$ cat src/rtl/async_reset_pkg.sv
// -----------------------------------------------------------------------------
// async_reset_pkg
//   Shared defaults for the async-reset delay line and its reset synchroniser.
//
//   DEFAULT_WIDTH        data width of a pipeline beat
//   DEFAULT_DEPTH        number of pipeline stages (latency in enabled cycles)
//   DEFAULT_SYNC_STAGES  flop count of the reset release synchroniser
//   occ_width()          bit width needed to count 0..depth valid stages
// -----------------------------------------------------------------------------
package async_reset_pkg;

    localparam int DEFAULT_WIDTH       = 32'd8;
    localparam int DEFAULT_DEPTH       = 32'd4;
    localparam int DEFAULT_SYNC_STAGES = 32'd2;

    // Width of an occupancy counter able to hold every value 0..depth.
    // A depth below one is illegal; it is mapped to a one-bit counter so the
    // declaration never collapses to a zero-width vector.
    function automatic int occ_width(input int depth);
        int w;
        if (depth < 32'sd1) begin
            w = 32'sd1;
        end else begin
            w = $clog2(depth + 32'sd1);
        end
        return w;
    endfunction

endpackage : async_reset_pkg

$ cat src/rtl/async_reset_sync.sv
// -----------------------------------------------------------------------------
// async_reset_sync
//   Reset synchroniser: reset is asserted asynchronously and released
//   synchronously. A chain of SYNC_STAGES flops is fed with a constant one and
//   cleared by reset_n, so rst_sync_n rises on the SYNC_STAGES-th rising clk
//   edge after reset_n goes high. Reusable by any block that must share the
//   same release timing.
//
//   Ports
//     clk         in   clock, rising edge
//     reset_n     in   asynchronous active-low reset
//     rst_sync_n  out  synchronised active-low reset
// -----------------------------------------------------------------------------
module async_reset_sync
    import async_reset_pkg::*;
#(
    parameter int SYNC_STAGES = DEFAULT_SYNC_STAGES
) (
    input  logic clk,
    input  logic reset_n,
    output logic rst_sync_n
);

    // The chain must have at least two flops to give the release edge a full
    // cycle to settle before it is used.
    localparam int STAGES = (SYNC_STAGES < 32'sd2) ? 32'sd2 : SYNC_STAGES;

    logic [STAGES-1:0] sync_r;

    // Shift a constant one through the chain; reset empties it at once.
    always_ff @(posedge clk or negedge reset_n) begin
        if (!reset_n) begin
            sync_r <= {STAGES{1'b0}};
        end else begin
            sync_r <= {sync_r[STAGES-2:0], 1'b1};
        end
    end

    assign rst_sync_n = sync_r[STAGES-1];

endmodule : async_reset_sync

$ cat src/rtl/async_reset_pipe.sv
// -----------------------------------------------------------------------------
// async_reset_pipe
//   Multi-stage registered delay line carrying WIDTH-bit data plus a valid
//   qualifier through DEPTH stages. Reset is asserted asynchronously by
//   reset_n and released through an internal synchroniser whose output is
//   exported for neighbouring blocks. Supports stall (en), synchronous flush
//   and tracks how many stages hold a valid beat.
//
//   Parameters
//     WIDTH        data width (>=1)
//     DEPTH        stage count, latency in enabled cycles (>=1)
//     SYNC_STAGES  reset synchroniser length (>=2)
//     RESET_VAL    data value of every stage on reset, flush or bubble
//
//   Ports
//     clk         in   clock, rising edge
//     reset_n     in   asynchronous active-low reset
//     en          in   advance enable, 0 = all stages hold
//     flush       in   synchronous clear of all stages (beats that cycle drop)
//     in_valid    in   input beat qualifier
//     in_data     in   input data
//     out_valid   out  valid of the last stage
//     out_data    out  data of the last stage
//     occupancy   out  number of stages holding a valid beat
//     busy        out  occupancy != 0 (registered)
//     rst_sync_n  out  synchronised reset (async assert, sync release)
// -----------------------------------------------------------------------------
module async_reset_pipe
    import async_reset_pkg::*;
#(
    parameter int               WIDTH       = DEFAULT_WIDTH,
    parameter int               DEPTH       = DEFAULT_DEPTH,
    parameter int               SYNC_STAGES = DEFAULT_SYNC_STAGES,
    parameter logic [WIDTH-1:0] RESET_VAL   = '0
) (
    input  logic                       clk,
    input  logic                       reset_n,
    input  logic                       en,
    input  logic                       flush,
    input  logic                       in_valid,
    input  logic [WIDTH-1:0]           in_data,
    output logic                       out_valid,
    output logic [WIDTH-1:0]           out_data,
    output logic [$clog2(DEPTH+1)-1:0] occupancy,
    output logic                       busy,
    output logic                       rst_sync_n
);

    localparam int OCC_W = occ_width(DEPTH);

    // One pipeline slot: qualifier plus payload.
    typedef struct packed {
        logic             valid;
        logic [WIDTH-1:0] data;
    } stage_t;

    localparam stage_t STAGE_RESET = '{valid: 1'b0, data: RESET_VAL};

    logic             rst_sync_s;
    stage_t           stage_r     [DEPTH];
    stage_t           stage_nxt_s [DEPTH];
    logic [OCC_W-1:0] occ_r;
    logic [OCC_W-1:0] occ_nxt_s;
    logic             busy_r;
    logic             busy_nxt_s;

    // -------------------------------------------------------------------------
    // Reset release synchroniser, shared with the outside world.
    // -------------------------------------------------------------------------
    async_reset_sync #(
        .SYNC_STAGES (SYNC_STAGES)
    ) u_reset_sync (
        .clk        (clk),
        .reset_n    (reset_n),
        .rst_sync_n (rst_sync_s)
    );

    // Next-state of every stage and of the occupancy counter.
    // While the synchronised reset is still low the pipeline stays at its reset
    // image, so a beat presented during release can never leak in. Otherwise
    // flush beats en, and en beats hold.
    always_comb begin
        for (int k = 0; k < DEPTH; k++) begin
            stage_nxt_s[k] = stage_r[k];
        end
        occ_nxt_s = occ_r;

        if (!rst_sync_s) begin
            for (int k = 0; k < DEPTH; k++) begin
                stage_nxt_s[k] = STAGE_RESET;
            end
            occ_nxt_s = {OCC_W{1'b0}};
        end else if (flush) begin
            for (int k = 0; k < DEPTH; k++) begin
                stage_nxt_s[k] = STAGE_RESET;
            end
            occ_nxt_s = {OCC_W{1'b0}};
        end else if (en) begin
            // Bubbles carry RESET_VAL so stale payloads never propagate.
            stage_nxt_s[0].valid = in_valid;
            stage_nxt_s[0].data  = in_valid ? in_data : RESET_VAL;
            for (int k = 1; k < DEPTH; k++) begin
                stage_nxt_s[k] = stage_r[k-1];
            end
            // Push and pop in the same cycle cancel, so a full pipeline stays
            // full; the last stage is popped only when it leaves, which keeps
            // the count bounded by DEPTH.
            occ_nxt_s = occ_r + OCC_W'(in_valid) - OCC_W'(stage_r[DEPTH-1].valid);
        end else begin
            for (int k = 0; k < DEPTH; k++) begin
                stage_nxt_s[k] = stage_r[k];
            end
            occ_nxt_s = occ_r;
        end

        busy_nxt_s = (occ_nxt_s != {OCC_W{1'b0}});
    end

    // Pipeline, occupancy and busy registers; reset_n clears them immediately.
    always_ff @(posedge clk or negedge reset_n) begin
        if (!reset_n) begin
            for (int k = 0; k < DEPTH; k++) begin
                stage_r[k] <= STAGE_RESET;
            end
            occ_r  <= {OCC_W{1'b0}};
            busy_r <= 1'b0;
        end else begin
            for (int k = 0; k < DEPTH; k++) begin
                stage_r[k] <= stage_nxt_s[k];
            end
            occ_r  <= occ_nxt_s;
            busy_r <= busy_nxt_s;
        end
    end

    // All outputs come straight from registers.
    assign out_valid  = stage_r[DEPTH-1].valid;
    assign out_data   = stage_r[DEPTH-1].data;
    assign occupancy  = occ_r;
    assign busy       = busy_r;
    assign rst_sync_n = rst_sync_s;

endmodule : async_reset_pipe
$ cat config.mk
export PLATFORM = sky130hd
export DESIGN_NAME = async_reset_pipe
export DESIGN_NICKNAME = d
export VERILOG_FILES = /design/src/rtl/async_reset_pkg.sv /design/src/rtl/async_reset_sync.sv /design/src/rtl/async_reset_pipe.sv
export SDC_FILE = /design/constraint.sdc
export NUM_CORES = 1
export LEC_CHECK = 0
export CORE_ASPECT_RATIO = 1.2
export CORE_MARGIN = 4
export CORE_UTILIZATION = 53
export DETAILED_ROUTE_END_ITERATION = 7
export HOLD_SLACK_MARGIN = 0.05
export PLACE_DENSITY_LB_ADDON = 0.25
export SYNTH_ARGS = -nofsm -noshare
export SYNTH_HDL_FRONTEND = slang
export SYNTH_SLANG_ARGS = --single-unit
export TNS_END_PERCENT = 1
$ cat constraint.sdc
create_clock -name clk -period 2.4 [get_ports clk]
set_input_delay 0.48 -clock clk [delete_from_list [all_inputs] [get_ports clk]]
set_output_delay 0.48 -clock clk [all_outputs]
set_load 0.005 [all_outputs]
==> flow_summary.toml <==
[sta]
tightest_slew_ps = 901.7
skew_ps = 2.446
hold_violations = 0
finalSetupViolations = 0
max_freq_mhz = 526.1
fin_crit_sh_pct = 79.20
fin_crit_ps = 1901
drv_slew = 0
rsz0062_at_grt = "false"
worst_slack_ps = 499.2
hold_ws_ps = 315.6
setup_tns_ps = 0
slew-limit-headroom_pct = 39.89

[yosys]
synth_top_area_cell = "dfrtp_1"
yosysTopAreaCellShare_pct = 56.83
synth_edf_count = 0
synth_cells = 160
synth_common_cells = "dfrtp_1, mux2i_1, nor2_1, buf_4, nand3_1"
yosys_warnings = 0
ys_ff_latch = 42
netlist_top_cells_area = "dfrtp_1, mux2i_1, nor2_1, buf_4, nand2b_1"
synth.net_count = 176
syn_area_per_cell_um2 = 11.56
synth_flop_cell = "dfrtp_1"
synthesis.area_um2 = 1849
ys_seq_area_share_pct = 56.83
synth.distinct_cells = 20
synth_most_common_cell = "dfrtp_1"
async_flop_share_pct = 100.0

[clock_tree]
cts_resized = 0
cts_buffer_depth = 2
cts_tree = "built"
clk_latency_ps = 290
h-tree-depth = 2
cts_setup_buffers = 0
holdBufCountCts = 0
root_buffer = "clkbuf_8"
cts_made_buffers = 5
clock_sinks = 42
cts.clk_slew.worst_paths_ps = 70

[routing]
drc = 0
drtPass1Iterations = 5
drt_iter0_markers = 32
routed_wl_um = 2862
avgRoutedWirePerCell_um = 13.37
vias_per_cell = 5.304
ant_nets = 0
via_count = 1135

[grt]
gr-usage-met2_pct = 21.89
grt_pass1_wl_um = 5057
grt_start_max_net_pins = 43
antenna_found_initial = 0
grt_usage_pct = 15.59
gr-max-usage-layer = "met2"
met3_usage_pct = 5.310
grt_pass1_vias = 1123
use_met1_pct = 21.01
grt_overflow = 0

[die]
start_util_pct = 55.40
die-area_um2 = 4502
die_w_um = 61.92
row_count = 23
core-area_um2 = 3338
ios = 27
fp.dieH_um = 72.71

[power]
leakagePower_nw = 1.009
power.total_mw = 1.225
power_density_nw_per_um2 = 577.8
irDropWorstVdd_uv = 481.4

[place]
gp_congestion = 0.7027
placed_cells = 207
dpl_cell_area_um2 = 2044
preCtsSetupSlack_ps = 262.1
numPortBuffers = 26
hpwl_um = 1846

[layout]
n_antenna_cell = 0
n_fill_cell = 271
instances_no_fill = 214
fin_util_pct = 63.53
drive_above_1_share_pct = 5.650
final_area_um2 = 2121
final_net_count = 193
area_growth_pct = 14.68

[critical_path]
path_class = "reg2reg"
critPathTopFamily = "adder cells"
r2r_slack_ps = 500
critPathMaxFanout = 3
crit_buf_inv = 2
start_kind = "flop"
cp_slowest_cell = "fa_1"
worstPathArrival_ps = 2120
worst_path_largest_cell_delay_ps = 390
worstPathRequired_ps = 2620
end_kind = "flop"
worstPathCellList = "inv_1, ha_1, inv_1, ha_1, fa_1, xnor2_1, a211o_1, nand3_1"

[run_status]
outcome = "completed"

[job]
timing.max_cap.violations = 0

[worst_hold_path]
hp-class = "in2async"
-- cell usage in the layout, fill, tap and decap left out, types with 2 or more instances in the layout --
cell / Yosys / final
clkbuf_8: 0 / 5
a21oi_1: 8 / 8
clkdlybuf4s50_1: 0 / 24
clkbuf_1: 2 / 2
mux2i_1: 30 / 30
nand3_1: 9 / 9
nor2_1: 30 / 30
dfrtp_1: 42 / 42
inv_1: 5 / 5
ha_1: 2 / 2
nand2b_1: 8 / 8
buf_2: 4 / 2
-- worst paths after layout --
kind / start / end / cells past startpoint
max in group asynchronous: reset_n / stage_r[13] / 1
setup / recovery: occupancy[0] / busy / 8
hold reg to reg: u_reset_sync.sync_r[0] / u_reset_sync.sync_r[1] / 0
hold / removal: reset_n / out_data[3] / 1
min in group clk: u_reset_sync.sync_r[0] / u_reset_sync.sync_r[1] / 0
setup reg to reg: occupancy[0] / busy / 8
-- report_power, final --
| part | total, mW | internal (mW) | switching, mW |
|---|---|---|---|
| clock | 0.411 | 0.200 | 0.211 |
| sequential | 0.719 | 0.715 | 0.00403 |
| combinational | 0.0953 | 0.0436 | 0.0516 |
-- cells by family after synthesis --
family	Yosys count	share of synthesized area [%]
flip-flops	42	56.83
multiplexers	30	16.24
other	1	0.2028
buffers and inverters	23	7.984
AO/OA/AOI/OAI	10	3.045
XOR/XNOR	1	0.4737
AND/OR/NAND/NOR	50	12.79
adder cells (fa/ha/maj)	3	2.436
-- registers in the layout (all words and copies together) (netlist names) --
register and count:
out_data 8, out_valid 1, u_reset_sync.sync_r 2, busy 1
occupancy 3, stage_r 27
-- per-layer routing --
metal  part of all wire (%)  vias to the layer above
met5                      0                        -
met4                    2.1                        0
met3                    6.6                        6
met2                     48                       39
met1                     44                      543
li1                       -                      547
-- layout make-up --
cell class	count	area [um^2]	share of cell area, %
sequential	42	1051	49.56
multi-input combinational	95	650.6	30.68
timing repair buffer	28	277.8	13.10
clock buffer	7	76.32	3.599
tap	37	46.29	2.183
inverter	5	18.77	0.8850
(Power assumes the default switching activity.)
